### config.mk
export PLATFORM = sky130hd
export DESIGN_NAME = uart_tx_arbiter
export DESIGN_NICKNAME = d
export VERILOG_FILES = /design/src/rtl/uart_arb_pkg.sv /design/src/rtl/uart_tx_arbiter_rr_pick.sv /design/src/rtl/uart_tx_arbiter.sv
export SDC_FILE = /design/constraint.sdc
export NUM_CORES = 1
export LEC_CHECK = 0
export ABC_CLOCK_PERIOD_IN_PS = 2000
export BUFFER_PORTS_ARGS = -buffer_cell sky130_fd_sc_hd__buf_4
export CAP_MARGIN = 20
export CORE_ASPECT_RATIO = 1.1
export CORE_MARGIN = 1.5
export CORE_UTILIZATION = 41
export DETAILED_ROUTE_END_ITERATION = 8
export PLACE_DENSITY = 0.65
export SETUP_SLACK_MARGIN = 0.02
export SLEW_MARGIN = 5
export SYNTH_ARGS = -nofsm -noshare
export SYNTH_HDL_FRONTEND = slang
export SYNTH_SLANG_ARGS = --single-unit
### constraint.sdc
create_clock -name clk -period 2 [get_ports clk]
set_input_delay 0.2 -clock clk [delete_from_list [all_inputs] [get_ports clk]]
set_output_delay 0.2 -clock clk [all_outputs]
set_load 0.01 [all_outputs]
### src/rtl/uart_arb_pkg.sv
// Shared types and default parameters for the UART transmit arbiter.
// The state type is exported so debug logic and benches can decode Arb_state_out.
package uart_arb_pkg;

  typedef enum logic [2:0] {
    IDLE      = 3'd0,
    LOAD      = 3'd1,
    SEND      = 3'd2,
    WAIT_STOP = 3'd3,
    WAIT_END  = 3'd4,
    DONE      = 3'd5
  } arb_state_t;

  localparam int DEF_N_REQ       = 4;
  localparam int DEF_TIMEOUT_CYC = 65535;

endpackage

### src/rtl/uart_tx_arbiter_rr_pick.sv
// Combinational round-robin picker: returns the first requesting index at or
// after ptr_i, wrapping from N_REQ-1 back to 0.
module rr_pick #(
  parameter int N_REQ = 4,
  parameter int IW    = $clog2(N_REQ)
) (
  input  logic [N_REQ-1:0] req_i,
  input  logic [IW-1:0]    ptr_i,
  output logic [IW-1:0]    win_o,
  output logic             valid_o
);

  logic [IW-1:0] idx;

  // Scan from the farthest candidate down so the nearest one is written last.
  always_comb begin
    win_o   = '0;
    valid_o = 1'b0;
    idx     = '0;
    for (int i = N_REQ - 1; i >= 0; i--) begin
      idx = IW'((int'(ptr_i) + i) % N_REQ);
      if (req_i[idx]) begin
        win_o   = idx;
        valid_o = 1'b1;
      end
    end
  end

endmodule

### src/rtl/uart_tx_arbiter.sv
// Round-robin arbiter sharing one UART transmitter between N_REQ byte sources.
// Handshake: req_i is a level held until done_o; the winner sees grant_o for the whole frame.
module uart_tx_arbiter
  import uart_arb_pkg::*;
#(
  parameter int N_REQ       = DEF_N_REQ,
  parameter int DATA_WIDTH  = 8,
  parameter int TIMEOUT_CYC = DEF_TIMEOUT_CYC
) (
  input  logic                        clk,
  input  logic                        rst,
  input  logic [N_REQ-1:0]            req_i,
  input  logic [N_REQ*DATA_WIDTH-1:0] data_i,
  output logic [N_REQ-1:0]            grant_o,
  output logic [N_REQ-1:0]            done_o,
  output logic                        err_o,
  output logic                        busy_o,
  output logic                        tx_send,
  output logic [DATA_WIDTH-1:0]       Tx_Data,
  input  logic                        tx_fsm_in_STOP_S,
  output arb_state_t                  Arb_state_out
);

  localparam int IW  = $clog2(N_REQ);
  localparam int WDW = $clog2(TIMEOUT_CYC + 1);

  arb_state_t            state_q, state_d;
  logic [IW-1:0]         win_q, win_d;
  logic [IW-1:0]         rr_ptr_q, rr_ptr_d;
  logic [WDW-1:0]        wd_q, wd_d;
  logic [N_REQ-1:0]      grant_q, grant_d;
  logic [N_REQ-1:0]      done_q, done_d;
  logic                  err_q, err_d;
  logic                  busy_q, busy_d;
  logic                  send_q, send_d;
  logic [DATA_WIDTH-1:0] txd_q, txd_d;

  logic [IW-1:0]         pick_win;
  logic                  pick_valid;
  logic [IW-1:0]         rr_next;
  logic [DATA_WIDTH-1:0] data_arr [N_REQ];

  for (genvar k = 0; k < N_REQ; k++) begin : g_unpack
    assign data_arr[k] = data_i[k*DATA_WIDTH +: DATA_WIDTH];
  end

  rr_pick #(.N_REQ(N_REQ), .IW(IW)) u_pick (
    .req_i   (req_i),
    .ptr_i   (rr_ptr_q),
    .win_o   (pick_win),
    .valid_o (pick_valid)
  );

  assign rr_next = (win_q == IW'(N_REQ - 1)) ? '0 : win_q + 1'b1;

  always_comb begin
    state_d  = state_q;
    win_d    = win_q;
    rr_ptr_d = rr_ptr_q;
    wd_d     = wd_q;
    grant_d  = grant_q;
    txd_d    = txd_q;
    done_d   = '0;
    err_d    = 1'b0;
    send_d   = 1'b0;
    case (state_q)
      IDLE: if (pick_valid) begin
        win_d           = pick_win;
        grant_d         = '0;
        grant_d[pick_win] = 1'b1;
        state_d         = LOAD;
      end
      LOAD: begin
        txd_d   = data_arr[win_q];
        send_d  = 1'b1;
        wd_d    = '0;
        state_d = SEND;
      end
      SEND:      state_d = WAIT_STOP;
      WAIT_STOP: if (tx_fsm_in_STOP_S) state_d = WAIT_END;
      WAIT_END: if (!tx_fsm_in_STOP_S) begin
        done_d   = grant_q;
        grant_d  = '0;
        rr_ptr_d = rr_next;
        state_d  = DONE;
      end
      DONE:    state_d = IDLE;
      default: state_d = IDLE;
    endcase
    // The watchdog spans SEND through WAIT_END and overrides normal completion.
    if (state_q == SEND || state_q == WAIT_STOP || state_q == WAIT_END) begin
      if (wd_q == WDW'(TIMEOUT_CYC - 1)) begin
        state_d  = IDLE;
        err_d    = 1'b1;
        done_d   = '0;
        grant_d  = '0;
        rr_ptr_d = rr_next;
      end else begin
        wd_d = wd_q + 1'b1;
      end
    end
    busy_d = (state_d != IDLE);
  end

  always_ff @(posedge clk) begin
    if (rst) begin
      state_q  <= IDLE;
      win_q    <= '0;
      rr_ptr_q <= '0;
      wd_q     <= '0;
      grant_q  <= '0;
      done_q   <= '0;
      err_q    <= 1'b0;
      busy_q   <= 1'b0;
      send_q   <= 1'b0;
      txd_q    <= '0;
    end else begin
      state_q  <= state_d;
      win_q    <= win_d;
      rr_ptr_q <= rr_ptr_d;
      wd_q     <= wd_d;
      grant_q  <= grant_d;
      done_q   <= done_d;
      err_q    <= err_d;
      busy_q   <= busy_d;
      send_q   <= send_d;
      txd_q    <= txd_d;
    end
  end

  assign grant_o       = grant_q;
  assign done_o        = done_q;
  assign err_o         = err_q;
  assign busy_o        = busy_q;
  assign tx_send       = send_q;
  assign Tx_Data       = txd_q;
  assign Arb_state_out = state_q;

endmodule

[Word level (Yosys, flattened, before mapping)]
Cells that the tools add are included.
Word-level totals
  bits of input ports: 39
  flip-flop bits (word level): 42
  output and inout bits: 22
  word-level logic and storage cells: 83
Operators by class
  reductions and logical operators: 7
  muxes and demuxes: 46
  bitwise logic cells: 2
  add/subtract/negate cells: 5
  magnitude comparators: 7
  eq/ne operators: 6
Operator list (count)
  16-bit 2-to-1 mux: 3
  4-bit 2-to-1 mux: 8
  2-bit 2-to-1 mux: 9
  16-bit by 1-bit adder with 16-bit output (second input constant): 1
  8-bit binary-select mux with 2-bit select: 1
  16-bit == test (second input constant): 1
  8-bit 2-to-1 mux: 2
  2-bit by 3-bit less-than comparator with 1-bit output (second input constant): 5
  3-bit 2-to-1 mux: 5
  3-bit one-hot mux with 5 select lines: 1
  1-bit 2-to-1 mux: 11
  1-bit binary-select mux with 2-bit select: 4
  4-bit one-hot mux with 2 select lines: 1
  3-bit by 2-bit == test with 1-bit output (second input constant): 2
  2-bit by 1-bit adder with 2-bit output (second input constant): 2
  2-bit adder (second input constant): 2
  3-bit by 1-bit == test with 1-bit output (second input constant): 1
  3-bit == test (second input constant): 1
  3-bit >= comparator (second input constant): 1
  3-bit logical NOT: 1
  2-bit inverter with 3-bit output: 1
  3-bit nonzero test: 1
  1-bit demux with 2-bit select: 1
  2-bit == test (second input constant): 1
  6 further kinds: 7

[Logic depth before layout (Yosys ltp)]
  word-level depth: 15
  mapped depth: 8
  mapped depth without buffers: 7

[Hierarchy]
Synthesis repeated with hierarchy kept, for this count alone.
Second synthesis, totals
  cell total of the unflattened synthesis: 246
  area total of the unflattened synthesis: 2220.9 sq um
By module, submodules not included
  uart_tx_arbiter: seq. area each 840.8 sq um, cells an instance 233, times used 1, area each 2143.3 sq um
  rr_pick: seq. area each 0.0 sq um, cells an instance 13, times used 1, area each 77.6 sq um

[Worst setup path after synthesis]
Ideal clock, no wire load.
  path kind: register -> register
  start point: register state_q[2] (netlist: Arb_state_out[2])
  end point: register wd_q[5]
  setup time: 70 ps
  path slack: 155 ps
  stages on the path, launching flop included: 7
  data required time: 1930 ps
  buffers on the path: 1
  arrival time: 1774 ps
  period minus slack after synthesis: 1845 ps
  cells stage by stage: dfxtp_1 nor3b_4 nor2_2 or2_1 buf_6 or4_1 a21oi_1
Between the ends
  word-level cells in the longest chain between the ends: 4
  elaborated cells between the ends (all ways): 9
  those cells by class: 4 x eq/ne; 3 x mux; 2 x reduce/logical
RTL lines
  start: declaration: line uart_tx_arbiter.sv:27  | arb_state_t state_q, state_d;
  start signal: assignment: line uart_tx_arbiter.sv:118  | state_q <= state_d;
  3-bit by 1-bit == test with 1-bit output / 3-bit by 2-bit == test with 1-bit output (equally long branches): line uart_tx_arbiter.sv:66, uart_tx_arbiter.sv:91
  16-bit 2-to-1 mux / 1-bit logical OR (equally long branches): line uart_tx_arbiter.sv:66, uart_tx_arbiter.sv:91
  16-bit 2-to-1 mux / 1-bit logical OR (equally long branches): line uart_tx_arbiter.sv:92, uart_tx_arbiter.sv:91
  16-bit 2-to-1 mux *: line uart_tx_arbiter.sv:91  | if (state_q == SEND || state_q == WAIT_STOP || state_q == WAIT_END) begin
  end signal: assignment: line uart_tx_arbiter.sv:121  | wd_q <= wd_d;
  end: declaration: line uart_tx_arbiter.sv:30  | logic [WDW-1:0] wd_q, wd_d;
Every way passes the cells marked *; elsewhere a longest branch is shown, timed or not.
A chain may end at the register's enable or synchronous reset.

[Final worst setup path]
  start point: register wd_q[0]
  end point: register busy_q (netlist: busy_o)
Between the ends
  word-level cells in the longest chain between the ends: 4
RTL lines
  16-bit == test: line uart_tx_arbiter.sv:92  | if (wd_q == WDW'(TIMEOUT_CYC - 1)) begin
  3-bit 2-to-1 mux: line uart_tx_arbiter.sv:92
  3-bit 2-to-1 mux: line uart_tx_arbiter.sv:91
  3-bit nonzero test: line uart_tx_arbiter.sv:102  | busy_d = (state_d != IDLE);
  end signal: assignment: line uart_tx_arbiter.sv:125  | busy_q <= busy_d;
  end: declaration: line uart_tx_arbiter.sv:34  | logic busy_q, busy_d;
No other way between the ends.

==> results.md <==
- **run status** complete, no violations
- **Worst Path Arrival** 2060 ps
- **proportion of synthesized flip-flops having asynchronous set or reset** 0
- **count of buffer and inverter cells on the critical path** 2
- **number of nets with antenna violations after routing** 0
- **aggregate global-route resource usage** 0.189
- **starting density of the core** 0.427
- **Max Clock Skew** 11.0 ps
- **most repeated cell in the gate-level netlist after synthesis** sky130_fd_sc_hd__dfxtp_1
- **share of post-route cells with drive strength above 1** 0.347
- **Max IR drop VDD** 0.438 mV
- **share of the synthesized area in the top cell type** 0.392
- **total vias in the final route** 2011
- **RSZ-0062 raised after global routing** no
- **top post-synthesis cells by area** sky130_fd_sc_hd__dfxtp_1 39%, sky130_fd_sc_hd__mux4_2 8.4%, sky130_fd_sc_hd__nand2_1 5.9%, sky130_fd_sc_hd__a21oi_1 4.2%, sky130_fd_sc_hd__nor2_1 3.8%
- **drt total wl** 5.07 mm
- **fraction of power spent switching nets** 0.266
- **number of violations of the max-capacitance limit** 0
- **number of cells in the finished layout apart from fillers** 366
- **number of distinct library cell variants in the gate-level netlist after synthesis** 52
- **antenna violations before repair** 0
- **part of the total power dissipated in combinational logic** 0.195
- **instance count after placement with tap cells included** 353
- **net switching power of the design** 0.528 mW
- **final hold slack** 215 ps
- **post-layout utilization of the core** 0.571
- **library cell occupying the most area in the post-synthesis netlist** sky130_fd_sc_hd__dfxtp_1
- **Worst Path Max Fanout** 7
- **later-pin clock latency in the skew report** 290 ps
- **#FFs+latches synth** 42
- **count of hold-fix buffers inserted at cts** 0
- **Core Region** 5030 um^2
- **post-synthesis instance area** 2150 um^2
- **final weighted congestion in routability-driven placement** 0.807
- **primary flip-flop cell chosen by synthesis mapping** sky130_fd_sc_hd__dfxtp_1
- **Crit path max-delay family** simple AND/OR/NAND/NOR gates
- **slowest cell on the critical path** sky130_fd_sc_hd__or3_1
- **number of standard cells after synthesis** 236
- **# clock sinks** 42
- **DP HPWL** 3.70 mm
- **crit-path max cell delay** 370 ps
- **DRC viols** 0
- **port buffer count** 60
- **wire length of the first global-routing pass** 8.44 mm
- **Setup Crit Path Kind** register to register
- **Clock Power Share** 0.336
- **number of enable flip-flop cells after synthesis** 0
- **horizontal die dimension** 72.0 um
- **sequential share of power** 0.468
- **vias in the first global route** 1872
- **remaining max-slew budget at the tightest pin** 0.581
- **clock transition at the register clock pins on the worst setup and hold paths after CTS** 80 ps
- **Die Outline Area** 5680 um^2
- **clk buf depth** 2
- **largest net degree at the start of global routing** 33
- **count of final setup violators** 0
- **leakage** 1.15 nW
- **residual overflow from global routing** 0
- **CP startpoint kind** register
- **number of fill cells in the layout** 474
- **signed area change from the synthesized netlist to the final layout** 34.0%
- **highest attainable clock frequency** 530 MHz
- **Avg Vias per Cell** 5.49
- **synthesis warning total** 0
- **height of the die** 78.9 um
- **cell internal power dissipation** 1.45 mW
- **ANT cells** 0
- **Avg Inst Size Synth** 9.10 um^2
- **crit path cell chain** inv_2 > ha_4 > nand4_1 > nor4_4 > buf_6 > nor3_1 > or2_1 > or3_1
- **Mapped Nets** 278
- **IO Pins** 61
- **count of final max-slew check failures** 0
- **TritonCTS clock tree** done
- **total CTS buffers** 5
- **Worst Max-Slew Pin Slew** 628 ps
- **power density cells** 689 nW/um^2
- **final period utilization** 0.944
- **Core Rows** 27
- **router iterations before antenna repair** 4
- **class of the most critical hold timing path** input pin to register
- **Routed wire per std cell** 13.8 um
- **final number of hold-violating endpoints** 0
- **data required time at the worst endpoint** 2170 ps
- **H-tree level count** 2
- **Seq/Total Area, Yosys** 0.392
- **final-stage net count** 349
- **clock root cell** sky130_fd_sc_hd__clkbuf_8
- **number of violations reported at the end of detailed-routing iteration 0** 193
- **Final min period** 1890 ps
- **Commonest cells post-synth** 42 x sky130_fd_sc_hd__dfxtp_1, 34 x sky130_fd_sc_hd__nand2_1, 22 x sky130_fd_sc_hd__nor2_1, 18 x sky130_fd_sc_hd__a21oi_1, 11 x sky130_fd_sc_hd__nor3_1
- **kind of capture point of the worst setup path** register
layout make-up:
| cell class | count | area (um^2) | share of cell area |
|---|---|---|---|
| Multi-Input combinational cell | 180 | 1270 | 0.442 |
| Sequential cell | 42 | 847 | 0.294 |
| Timing Repair Buffer | 74 | 559 | 0.194 |
| Clock buffer | 6 | 72.6 | 0.0252 |
| Tap cell | 58 | 72.6 | 0.0252 |
| Clock inverter | 2 | 37.5 | 0.0130 |
| Inverter | 4 | 15.0 | 0.00522 |
path summary, 6_finish.rpt:
| kind | endpoint | start | slack [ps] | cells after the start |
|---|---|---|---|---|
| worst max-delay path | busy_o | wd_q[0] | 110 | 8 |
| worst min-delay path | done_o[3] | tx_fsm_in_STOP_S | 210 | 4 |
| worst max register to register | busy_o | wd_q[0] | 110 | 8 |
| worst min register to register | Tx_Data[4] | Tx_Data[4] | 460 | 2 |
per-stage QoR:
step	setup TNS, ps	power, mW	worst slack (ps)	cell area, um^2
detailed placement	-1.09	1.32	-1.09	2690
global route	0	2.09	23.2	2880
CTS	0	1.99	28.1	2820
floorplan	0	1.15	155	2150
global placement	0	1.32	77.8	2690
finish	0	1.98	113	2880
timing repair:
item / 4_1_cts / 5_1_grt
setup endpoints to repair: 1 / 12
gates resized for setup: 3 / 8
pin swaps: 0 / 2
buffers inserted: 0 / 5
layer usage:
metal | vias to the layer above | GRT usage | routed length, um | part of all wire
met1 | 937 | 0.247 | 2270 | 0.45
li1 | 1009 | - | - | -
met5 | - | 0 | 0 | 0
met3 | 5 | 0.0419 | 293 | 0.058
met4 | 0 | 0.0755 | 65 | 0.013
met2 | 60 | 0.304 | 2440 | 0.48
flip-flops by register name (all words and copies together), names as in the netlist:
signal and cells:
busy_o 1, err_o 1, done_o 4, tx_send 1
grant_o 4, rr_ptr_q 2, Tx_Data 8, wd_q 16
win_q 2, Arb_state_out 3
cell families after synthesis:
family,share of synthesized area
flip-flops,0.392
AO/OA/AOI/OAI,0.114
adder cells (fa/ha/maj),0.0175
buffers and inverters,0.0291
AND/OR/NAND/NOR,0.309
multiplexers,0.118
XOR/XNOR,0.0204
worst register-to-register path: cells and delay by family (launching register included):
| family | cells | cell delay [ps] |
|---|---|---|
| simple gates | 5 | 1050 |
| buf+inv | 2 | 230 |
| fa+ha+maj | 1 | 130 |
| flops | 1 | 360 |
power groups by stage:
stage	clock [mW]	sequential, mW	combinational, mW
2_1_floorplan	0	0.943	0.208
3_3_place_gp	0	0.945	0.374
3_5_place_dp	0	0.946	0.376
4_1_cts	0.684	0.927	0.376
5_1_grt	0.719	0.937	0.430
6_report	0.666	0.928	0.387
layout by cell type (no fill, tap or decap), types with 2 or more instances in the layout:
cell / n
sky130_fd_sc_hd__buf_4: 73
sky130_fd_sc_hd__dfxtp_1: 39
sky130_fd_sc_hd__nand2_1: 34
sky130_fd_sc_hd__nor2_1: 22
sky130_fd_sc_hd__a21oi_1: 18
sky130_fd_sc_hd__nor3_1: 11
sky130_fd_sc_hd__mux4_2: 8
sky130_fd_sc_hd__nand3_1: 7
sky130_fd_sc_hd__or3_1: 6
sky130_fd_sc_hd__nor4_1: 5
sky130_fd_sc_hd__and2_1: 5
sky130_fd_sc_hd__xnor2_1: 5
sky130_fd_sc_hd__clkbuf_8: 5
sky130_fd_sc_hd__mux2i_1: 4
sky130_fd_sc_hd__or4_1: 4
sky130_fd_sc_hd__inv_1: 3
sky130_fd_sc_hd__mux2_2: 3
sky130_fd_sc_hd__and4_1: 2
sky130_fd_sc_hd__nor4_4: 2
sky130_fd_sc_hd__a32oi_1: 2
sky130_fd_sc_hd__nand2b_1: 2
sky130_fd_sc_hd__nand4_1: 2
sky130_fd_sc_hd__a31oi_1: 2
sky130_fd_sc_hd__a22oi_1: 2
sky130_fd_sc_hd__o21ai_0: 2
sky130_fd_sc_hd__nand4b_1: 2
sky130_fd_sc_hd__nor4b_1: 2
sky130_fd_sc_hd__ha_1: 2
sky130_fd_sc_hd__dfxtp_2: 2
(Power assumes the default switching activity.)
